--- config.mk ---
export PLATFORM = sky130hd
export DESIGN_NAME = max7219_monitor
export DESIGN_NICKNAME = d
export VERILOG_FILES = /design/src/rtl/max7219_monitor.sv
export SDC_FILE = /design/constraint.sdc
export NUM_CORES = 1
export LEC_CHECK = 0
export BUFFER_PORTS_ARGS = -buffer_cell sky130_fd_sc_hd__buf_2
export CAP_MARGIN = 20
export CORE_ASPECT_RATIO = 1.25
export CORE_MARGIN = 5
export CORE_UTILIZATION = 52
export CTS_CLUSTER_DIAMETER = 150
export DETAILED_ROUTE_END_ITERATION = 8
export HOLD_SLACK_MARGIN = 0.15
export MAX_ROUTING_LAYER = met4
export PLACE_DENSITY = 0.78
export SLEW_MARGIN = 20
export SYNTH_ARGS = -nofsm -noshare
export SYNTH_HDL_FRONTEND = slang
export SYNTH_SLANG_ARGS = --single-unit
--- constraint.sdc ---
create_clock -name clk -period 2.1 [get_ports clk]
set_input_delay 0.42 -clock clk [delete_from_list [all_inputs] [get_ports clk]]
set_output_delay 0.42 -clock clk [all_outputs]
set_load 0.02 [all_outputs]
--- src/rtl/max7219_monitor.sv ---
// MAX7219 bus monitor: samples the serial pins, rebuilds 16-bit frames and
// mirrors the chip's digit/control registers with a recovered hex value per digit.
module max7219_monitor #(
   parameter int SYNC_STAGES = 2
) (
   input  logic        clk,
   input  logic        rst,
   input  logic        sclk,
   input  logic        din,
   input  logic        load,
   output logic [31:0] num,
   output logic [7:0]  num_valid,
   output logic [7:0]  dp,
   output logic [63:0] seg_raw,
   output logic [7:0]  decode_mode,
   output logic [3:0]  intensity,
   output logic [2:0]  scan_limit,
   output logic        shutdown,
   output logic        display_test,
   output logic        frame_strobe,
   output logic        frame_err
);

   typedef enum logic {IDLE, SHIFT} state_t;

   state_t state_q, state_d;

   logic [SYNC_STAGES-1:0] sclk_sync_q, din_sync_q, load_sync_q;
   logic sclk_prev_q, load_prev_q;
   logic sclk_s, din_s, load_s;
   logic sclk_rise, load_rise, load_fall;

   logic [15:0] shift_q, shift_d;
   logic [4:0]  cnt_q, cnt_d;
   logic [63:0] seg_q, seg_d;
   logic [7:0]  dec_q, dec_d;
   logic [3:0]  inten_q, inten_d;
   logic [2:0]  scan_q, scan_d;
   logic        shut_q, shut_d;
   logic        test_q, test_d;
   logic        strobe_q, strobe_d;
   logic        err_q, err_d;
   logic        unused_hi;

   assign sclk_s    = sclk_sync_q[SYNC_STAGES-1];
   assign din_s     = din_sync_q[SYNC_STAGES-1];
   assign load_s    = load_sync_q[SYNC_STAGES-1];
   assign sclk_rise = sclk_s & ~sclk_prev_q;
   assign load_rise = load_s & ~load_prev_q;
   assign load_fall = ~load_s & load_prev_q;
   assign unused_hi = ^shift_d[15:12];

   // Pin synchronizers and previous-value registers for edge detection
   always_ff @(posedge clk) begin
      if (rst) begin
         sclk_sync_q <= '0;
         din_sync_q  <= '0;
         load_sync_q <= '0;
         sclk_prev_q <= 1'b0;
         load_prev_q <= 1'b0;
      end else begin
         sclk_sync_q <= {sclk_sync_q[SYNC_STAGES-2:0], sclk};
         din_sync_q  <= {din_sync_q[SYNC_STAGES-2:0], din};
         load_sync_q <= {load_sync_q[SYNC_STAGES-2:0], load};
         sclk_prev_q <= sclk_s;
         load_prev_q <= load_s;
      end
   end

   // Frame state, shifter and register file
   always_ff @(posedge clk) begin
      if (rst) begin
         state_q  <= IDLE;
         shift_q  <= '0;
         cnt_q    <= '0;
         seg_q    <= '0;
         dec_q    <= '0;
         inten_q  <= '0;
         scan_q   <= '0;
         shut_q   <= 1'b1;
         test_q   <= 1'b0;
         strobe_q <= 1'b0;
         err_q    <= 1'b0;
      end else begin
         state_q  <= state_d;
         shift_q  <= shift_d;
         cnt_q    <= cnt_d;
         seg_q    <= seg_d;
         dec_q    <= dec_d;
         inten_q  <= inten_d;
         scan_q   <= scan_d;
         shut_q   <= shut_d;
         test_q   <= test_d;
         strobe_q <= strobe_d;
         err_q    <= err_d;
      end
   end

   // Next state: shift on sclk, then judge frame length on load rise
   always_comb begin
      state_d  = state_q;
      shift_d  = shift_q;
      cnt_d    = cnt_q;
      seg_d    = seg_q;
      dec_d    = dec_q;
      inten_d  = inten_q;
      scan_d   = scan_q;
      shut_d   = shut_q;
      test_d   = test_q;
      strobe_d = 1'b0;
      err_d    = 1'b0;
      case (state_q)
         IDLE: begin
            if (load_fall) begin
               state_d = SHIFT;
               cnt_d   = '0;
            end
         end
         SHIFT: begin
            if (sclk_rise) begin
               shift_d = {shift_q[14:0], din_s};
               if (cnt_q != 5'd31) cnt_d = cnt_q + 5'd1;
            end
            if (load_rise) begin
               state_d = IDLE;
               if (cnt_d == 5'd16) begin
                  strobe_d = 1'b1;
                  case (shift_d[11:8])
                     4'h1: seg_d[7:0]   = shift_d[7:0];
                     4'h2: seg_d[15:8]  = shift_d[7:0];
                     4'h3: seg_d[23:16] = shift_d[7:0];
                     4'h4: seg_d[31:24] = shift_d[7:0];
                     4'h5: seg_d[39:32] = shift_d[7:0];
                     4'h6: seg_d[47:40] = shift_d[7:0];
                     4'h7: seg_d[55:48] = shift_d[7:0];
                     4'h8: seg_d[63:56] = shift_d[7:0];
                     4'h9: dec_d   = shift_d[7:0];
                     4'hA: inten_d = shift_d[3:0];
                     4'hB: scan_d  = shift_d[2:0];
                     4'hC: shut_d  = ~shift_d[0];
                     4'hF: test_d  = shift_d[0];
                     default: ;
                  endcase
               end else begin
                  err_d = 1'b1;
               end
            end
         end
         default: state_d = IDLE;
      endcase
   end

   // Segment pattern (GFEDCBA) or Code-B nibble to {valid, value}
   function automatic logic [4:0] digit_decode(input logic [7:0] raw,
                                              input logic code_b);
      logic [6:0] seg;
      logic [4:0] r;
      seg = {raw[0], raw[1], raw[2], raw[3], raw[4], raw[5], raw[6]};
      r = 5'h00;
      if (code_b) begin
         if (raw[3:0] < 4'd10) r = {1'b1, raw[3:0]};
      end else begin
         case (seg)
            7'h3F: r = 5'h10;
            7'h06: r = 5'h11;
            7'h5B: r = 5'h12;
            7'h4F: r = 5'h13;
            7'h66: r = 5'h14;
            7'h6D: r = 5'h15;
            7'h7D: r = 5'h16;
            7'h27: r = 5'h17;
            7'h7F: r = 5'h18;
            7'h6F: r = 5'h19;
            7'h77: r = 5'h1A;
            7'h7C: r = 5'h1B;
            7'h39: r = 5'h1C;
            7'h5E: r = 5'h1D;
            7'h79: r = 5'h1E;
            7'h71: r = 5'h1F;
            default: r = 5'h00;
         endcase
      end
      return r;
   endfunction

   for (genvar k = 0; k < 8; k++) begin : g_dig
      logic [4:0] res;
      assign res             = digit_decode(seg_q[8*k +: 8], dec_q[k]);
      assign num[4*k +: 4]   = res[3:0];
      assign num_valid[k]    = res[4];
      assign dp[k]           = seg_q[8*k+7];
   end

   assign seg_raw      = seg_q;
   assign decode_mode  = dec_q;
   assign intensity    = inten_q;
   assign scan_limit   = scan_q;
   assign shutdown     = shut_q;
   assign display_test = test_q;
   assign frame_strobe = strobe_q;
   assign frame_err    = err_q;

endmodule

==> impl_metrics.tcl, run 1 <==
set metrics [dict create \
    cts_made_buffers 9 \
    clock_sinks 109 \
    post_synthesis_sequential_element_count 109 \
    switching_share 0.205 \
    placed_area_um2 9270 \
    required_ps 1680 \
    num_io_pins 136 \
    finalPower_mw 4.10 \
    vias_in_the_first_global_route 8571 \
    synth_sequential_area_ratio 0.283 \
    root_buffer "clkbuf_16" \
    clock_power_share 0.477 \
    clk_pin_slew_ps 70 \
    synth_ff_type "dfxtp_1" \
    starting_density 0.533 \
    globalRouteTotalUtil 0.309 \
    grt_pass1_wl_um 44100 \
    crit_path_category "flop to output pin" \
    hold_buffers 0 \
    remaining_drc_errors 0 \
    syn_inst 1000 \
    p_int_mw 3.25 \
    dp_hpwl_um 15400 \
    max_clock_freq_mhz 409 \
    p_per_area_nw_per_um2 348 \
    cp_slowest_cell "or3_4" \
    avgSynthCellArea_um2 7.71 \
    routability_driven_placement_congestion_ratio 0.930 \
    vias 9858 \
    die_height_um 146 \
    area_growth_syn_to_layout_pct 52.8 \
    finalMaxSlewViolations 0 \
    worstPathCellList "or3_4 -> or3_1 -> a21oi_2 -> o21ai_1 -> a31oi_2 -> buf_4" \
    grt_overflow_total 0 \
    row_count 49 \
    die_area_um2 17400 \
    worst_setup_path_start_kind "flop" \
    kind_of_path_behind_the_tightest_hold_check "primary input to flop" \
    slew_headroom 0.523 \
    failed_checks "negative setup slack" \
    netlist_area_um2 7710 \
    ant_diodes 0 \
    rsz0062_at_grt "true" \
    synth.lib_cells_used.distinct 77 \
    first_pass_iters 6 \
    final_design_area_no_fill_um2 11800 \
    worst_clock_skew_ps 10.9 \
    finalCritPeriodShare 1.16 \
    cp_slowest_stage_delay_ps 410 \
    outcome "complete, but fails checks" \
    worst_skew_pair.late_latency_ps 360 \
    grt_max_degree 38 \
    drive_gt1_frac 0.479 \
    antenna_found_initial 0 \
    setup_viol 109 \
    ant_nets 0 \
    drt-total-wl_um 33600 \
    filler_cell_count 680 \
    p_sw_mw 0.841 \
    final_net_count 1240 \
    initialDrtViolationCount 1247 \
    cts_max_path_bufs 2 \
    drv.max_cap_violation_count 0 \
    vdd_ir_drop_max_v 0.000551 \
    ys_async_sr_fraction 0 \
    fp.dieW_um 119 \
    route.detailed.vias_per_inst 6.96 \
    worstMarginPinSlew_ps 716 \
    net_count_after_synthesis 1006 \
    report.final.hold_viol_count 0 \
    comb_power_share 0.025 \
    cts_tree "built" \
    synth-edff-count 0 \
    p_leak_nw 4.96 \
    final_period_minus_worst_setup_slack_ps 2440 \
    cts-htree-levels 3 \
    seqPwrFrac 0.498 \
    path_max_fanout 3 \
    place.port_buffers 135 \
    crit_path_end_kind "output pin" \
    ys.warnings.count 0 \
    core_area_um2 14500 \
    wl_per_cell_um 23.8 \
    timing.critical_path.arrival_ps 2020 \
    fin_ws_ps -343 \
]
-- stage by stage --
stage / instances / util / hold WS (ps) / setup WS, ps / TNS (ps)
finish: 1416 / 0.814 / 279 / -343 / -12230
global route: 1416 / 0.814 / 283 / -368 / -22840
CTS: 1391 / 0.764 / 274 / -248 / -5020
detailed placement: 1318 / 0.641 / 426 / -78.9 / -1040
global placement: 1318 / 0.641 / 418 / -36.5 / -234
floorplan: 1000 / - / 414 / -63.2 / -110
-- kinds of logic after synthesis --
family                     Yosys count  share of synthesized area
and+or+nand+nor                    419                      0.315
AOI/OAI and AO/OA                  234                      0.197
buffers and inverters              135                     0.0730
DFF                                109                      0.283
muxes                               88                      0.114
xor gates and xnor gates            14                     0.0159
adders and majority gates            1                    0.00162
-- placed cells by master (no fill, tap or decap), drive strengths merged, types with 4 or more instances in the layout --
| cell | netlist | layout |
|---|---|---|
| buf | 29 | 336 |
| dfxtp | 109 | 109 |
| nand2 | 100 | 100 |
| nand2b | 98 | 98 |
| mux2i | 87 | 87 |
| a21oi | 59 | 59 |
| o21ai | 55 | 55 |
| nor2 | 36 | 36 |
| nand3 | 25 | 25 |
| inv | 22 | 22 |
| nand4 | 20 | 20 |
| nor3 | 20 | 20 |
| a31oi | 19 | 19 |
| nand3b | 18 | 18 |
| nor2b | 18 | 18 |
| nor3b | 15 | 15 |
| clkbuf | 84 | 12 |
| o22ai | 12 | 12 |
| o211ai | 11 | 11 |
| and3 | 10 | 10 |
| a21o | 9 | 9 |
| o32ai | 9 | 9 |
| nor4b | 9 | 9 |
| o31ai | 9 | 9 |
| nor4bb | 8 | 8 |
| or3 | 8 | 8 |
| and3b | 7 | 7 |
| xnor2 | 7 | 7 |
| xor2 | 7 | 7 |
| nor4 | 7 | 7 |
| a211oi | 6 | 6 |
| o211a | 5 | 5 |
| or2 | 5 | 5 |
| a41oi | 4 | 4 |
| a22o | 4 | 4 |
| or4 | 4 | 4 |
| a22oi | 4 | 4 |
-- registers in the layout (all words and copies together), names as in the netlist, 2 cells and up --
signal and count:
seg_raw 64, shift_q 12, decode_mode 8, cnt_q 5
intensity 4, scan_limit 3, din_sync_q 2, load_sync_q 2
sclk_sync_q 2
-- metal layers --
layer | GRT usage | wire, µm
met4 | 0.154 | 2750
met1 | 0.353 | 11600
met2 | 0.529 | 16100
met3 | 0.0429 | 3180
met5 | - | 0
-- synthesized netlist by cell type, drive strengths merged, types with 10 or more instances --
| cell type | count | area (µm²) |
|---|---|---|
| dfxtp | 109 | 2180 |
| nand2 | 100 | 375 |
| nand2b | 98 | 613 |
| mux2i | 87 | 871 |
| clkbuf | 84 | 317 |
| a21oi | 59 | 295 |
| o21ai | 55 | 275 |
| nor2 | 36 | 135 |
| buf | 29 | 164 |
| nand3 | 25 | 135 |
| inv | 22 | 82.6 |
| nand4 | 20 | 155 |
| nor3 | 20 | 105 |
| a31oi | 19 | 119 |
| nand3b | 18 | 135 |
| nor2b | 18 | 113 |
| nor3b | 15 | 113 |
| o22ai | 12 | 75.1 |
| o211ai | 11 | 82.6 |
| and3 | 10 | 62.6 |
-- worst max-delay path, delay by kind of cell (launching register included) --
kind / cells / cell delay (ps)
and+or+nand+nor: 2 / 750
AOI/OAI and AO/OA: 3 / 420
DFF: 1 / 340
buffers and inverters: 1 / 160
-- cell type report --
cell class,count,area [µm²],area share
Timing Repair Buffer,336,2640,0.224
Inverter,22,82.6,0.00701
Tap cell,178,223,0.0189
Clock buffer,12,278,0.0236
Sequential cell,109,2330,0.198
Clock inverter,3,65.1,0.00552
Multi-Input combinational cell,756,6160,0.523
-- worst paths after layout --
kind | from | endpoint | slack, ps | cells past startpoint
worst min register to register | load_sync_q[0]$_SDFF_PP0_ | load_sync_q[1]$_SDFF_PP0_ | 440 | 1
worst min-delay path | load | load_sync_q[0]$_SDFF_PP0_ | 280 | 2
worst max-delay path | seg_raw[32]$_SDFFE_PP0P_ | num_valid[4] | -340 | 6
worst max register to register | cnt_q[0]$_SDFFE_PP0P_ | seg_raw[1]$_SDFFE_PP0P_ | -160 | 9
-- power groups by stage --
| stage | clock network, mW | registers (mW) | logic (mW) |
|---|---|---|---|
| detailed placement | 0 | 2.12 | 0.0873 |
| CTS | 1.93 | 2.04 | 0.0882 |
| global placement | 0 | 2.12 | 0.0870 |
| floorplan | 0 | 2.12 | 0.0663 |
| finish | 1.96 | 2.04 | 0.102 |
| global route | 2.03 | 2.04 | 0.106 |
-- timing repair --
item                       CTS  global route
cloned                       1             0
buffers inserted            59            27
setup endpoints to repair   94           119
pin swaps                   96            52
gates resized for setup    298           125
Power figures use the tool's default switching activity.
==> run 2: changes to the inputs <==
--- a/config.mk
+++ b/config.mk
@@ -5,6 +5,7 @@
 export SDC_FILE = /design/constraint.sdc
 export NUM_CORES = 1
 export LEC_CHECK = 0
+export ABC_AREA = 1
 export BUFFER_PORTS_ARGS = -buffer_cell sky130_fd_sc_hd__buf_2
 export CAP_MARGIN = 20
 export CORE_ASPECT_RATIO = 1.25
==> impl_metrics.tcl, run 2 <==
set metrics [dict create \
    outcome "complete, but fails checks" \
    failed_checks "negative setup slack" \
    grt_overflow_total 0 \
    rsz0062_at_grt "true" \
    place.port_buffers 135 \
    required_ps 1680 \
    cp_slowest_stage_delay_ps 510 \
    synth-edff-count 0 \
    die_area_um2 18000 \
    yosys.cell_count.top_type "nand2_1" \
    ys_async_sr_fraction 0 \
    vias_in_the_first_global_route 8248 \
    slew_headroom 0.580 \
    drt-total-wl_um 26200 \
    synth_ff_type "dfxtp_1" \
    crit_path_end_kind "output pin" \
    worst-r2r-cell-count 11 \
    final_net_count 1581 \
    row_count 50 \
    final_period_minus_worst_setup_slack_ps 2300 \
    netlist_area_um2 7990 \
    final_cells 1762 \
    ant_nets 0 \
    grt_max_degree 46 \
    clock_sinks 109 \
    cts-htree-levels 3 \
    clk_pin_slew_ps 70 \
    report.final.hold_viol_count 0 \
    largest_register_ff_count 64 \
    vias 9747 \
    crit_path_category "flop to output pin" \
    final_cell_mix "nand2_1, inv_1, nor2_1" \
    fin_ws_ps -201 \
    timing.critical_path.arrival_ps 1880 \
    path_max_fanout 7 \
    dp_hpwl_um 16400 \
    syn_inst 1388 \
    ant_diodes 0 \
    fp.dieW_um 121 \
    final_common_cell "nand2_1" \
    wl_met1_um 10500 \
    core_area_um2 15000 \
    num_io_pins 136 \
    initialDrtViolationCount 778 \
    routability_driven_placement_congestion_ratio 1.00 \
    dp_slack_ps 77.9 \
    synth_sequential_area_ratio 0.273 \
    rrSetupSlack_ps 130 \
    whs_endpoint "sclk_sync_q[0]$_SDFF_PP0_" \
    drive_gt1_frac 0.354 \
    globalRouteTotalUtil 0.250 \
    layout_utilization 0.747 \
    finalMaxSlewViolations 0 \
    whs_path_depth 3 \
    area_growth_syn_to_layout_pct 40.5 \
    die_height_um 149 \
    wl_met2_um 13400 \
    ys.warnings.count 0 \
    avgSynthCellArea_um2 5.75 \
    p_leak_nw 5.50 \
    filler_cell_count 1141 \
    p_per_area_nw_per_um2 366 \
    cp_slowest_cell "o21ai_0" \
    drv.max_cap_violation_count 0 \
    wl_met3_um 1330 \
    synth.lib_cells_used.distinct 32 \
    dp_cells 1694 \
    synth.area.top_cells "dfxtp_1, nand2_1, inv_1" \
    worst_skew_pair.late_latency_ps 360 \
    route.detailed.vias_per_inst 5.53 \
    worstPathBufferInverterCount 3 \
    finalCritPeriodShare 1.10 \
    cts_max_path_bufs 2 \
    placed_area_um2 8950 \
    cts_tree "built" \
    crit-reg2reg-capture "seg_raw[40]$_SDFFE_PP0P_" \
    cts_made_buffers 9 \
    final_design_area_no_fill_um2 11200 \
    holdCritStartpoint "sclk" \
    root_buffer "clkbuf_16" \
    top_layer "met4" \
    remaining_drc_errors 0 \
    vdd_ir_drop_max_v 0.000330 \
    grt_pass1_wl_um 37100 \
    regArea_um2 2370 \
    regToRegStartpoint "sclk_sync_q[1]$_SDFF_PP0_" \
    worst_path_dominant_cell_family "compound AO/OA/AOI/OAI gates" \
    antenna_found_initial 0 \
    kind_of_path_behind_the_tightest_hold_check "primary input to flop" \
    area_of_the_multi_input_gates_um2 5570 \
    fin_setup_tns_ps -982 \
    wl_per_cell_um 14.8 \
    post_synthesis_sequential_element_count 109 \
    net_count_after_synthesis 1394 \
    first_pass_iters 5 \
    setup_viol 17 \
    worst_clock_skew_ps 8.83 \
    starting_density 0.532 \
    post_synth_most_frequent_cells "nand2_1, inv_1, nor2_1" \
    worstMarginPinSlew_ps 623 \
    worstPathCellList "inv_4 -> nand2_1 -> inv_1 -> o21ai_0 -> o21ai_1 -> buf_4" \
    worst_setup_path_start_kind "flop" \
    synthDominantCellAreaShare 0.273 \
    post-synth-top-area-cell "dfxtp_1" \
    max_clock_freq_mhz 435 \
]
## run 2: cell count changes after synthesis, moves of 32 or more
cell      delta
mux2i_1     -86
nand3_1     +62
nand4_1     +87
nand2_1    +324
inv_1      +220
nor2_1     +130
nor3_1      +32
clkbuf_1    -73
a21oi_1     -32
nand2b_1    -98
## run 2: metrics by stage
| step | power (mW) | hold slack, ps |
|---|---|---|
| after floorplan | 2.32 | 388 |
| after global placement | 2.42 | 390 |
| after detailed placement | 2.42 | 399 |
| after CTS | 4.13 | 266 |
| after global routing | 4.23 | 286 |
| final | 4.10 | 264 |
## run 2: how the worst max path moves through the flow
| stage | start | end | slack [ps] | cells past startpoint |
|---|---|---|---|---|
| 6_report | seg_raw[1]$_SDFFE_PP0P_ | num[2] | -200 | 6 |
| 5_1_grt | seg_raw[1]$_SDFFE_PP0P_ | num[2] | -270 | 6 |
| 4_1_cts | seg_raw[62]$_SDFFE_PP0P_ | num[29] | -30 | 11 |
| 3_5_place_dp | seg_raw[6]$_SDFFE_PP0P_ | num_valid[0] | 80 | 11 |
| 3_3_place_gp | seg_raw[6]$_SDFFE_PP0P_ | num[2] | 110 | 11 |
| 2_1_floorplan | seg_raw[40]$_SDFFE_PP0P_ | num[22] | 120 | 5 |
## run 2: routing by layer
layer	track usage	up-vias
met3	0.0243	93
met2	0.433	403
met1	0.297	4433
met5	-	-
met4	0.101	0
li1	-	4818
## run 2: final cells by class
type,count,area share
multi-input cells,983,0.497
clock inverters,6,0.00636
flip-flops and latches,109,0.211
clock buffers,10,0.0213
inverters,246,0.0900
repair buffers,226,0.154
well taps,182,0.0203
## run 2: what timing repair did
action	4_1_cts	5_1_grt
gates cloned	0	5
gates resized for setup	195	323
hold buffers	0	0
pin swaps	20	91
setup buffers	8	39
endpoints found under the setup margin	40	117
## run 2: cell families after synthesis
group	synth area share
AND/OR/NAND/NOR	0.497
AO/OA/AOI/OAI	0.0719
buffers and inverters	0.155
adder cells (fa/ha/maj)	0.00157
multiplexers	0.00125
flip-flops	0.273
## run 2: worst reg2reg max path: stages, from the launching register on
cell	delay, ps
dfxtp_2	420
inv_2	60
nor2_2	170
buf_4	200
nand2_1	70
nand2_1	130
nand2_1	160
nor2_4	250
buf_4	190
nand4_1	110
nand2_1	80
nor2_1	40
## run 2: where the power goes
part	internal, mW	switching, mW
Clock	0.968	0.797
Combinational	0.103	0.202
Sequential	2.02	0.0108
Total	3.09	1.01
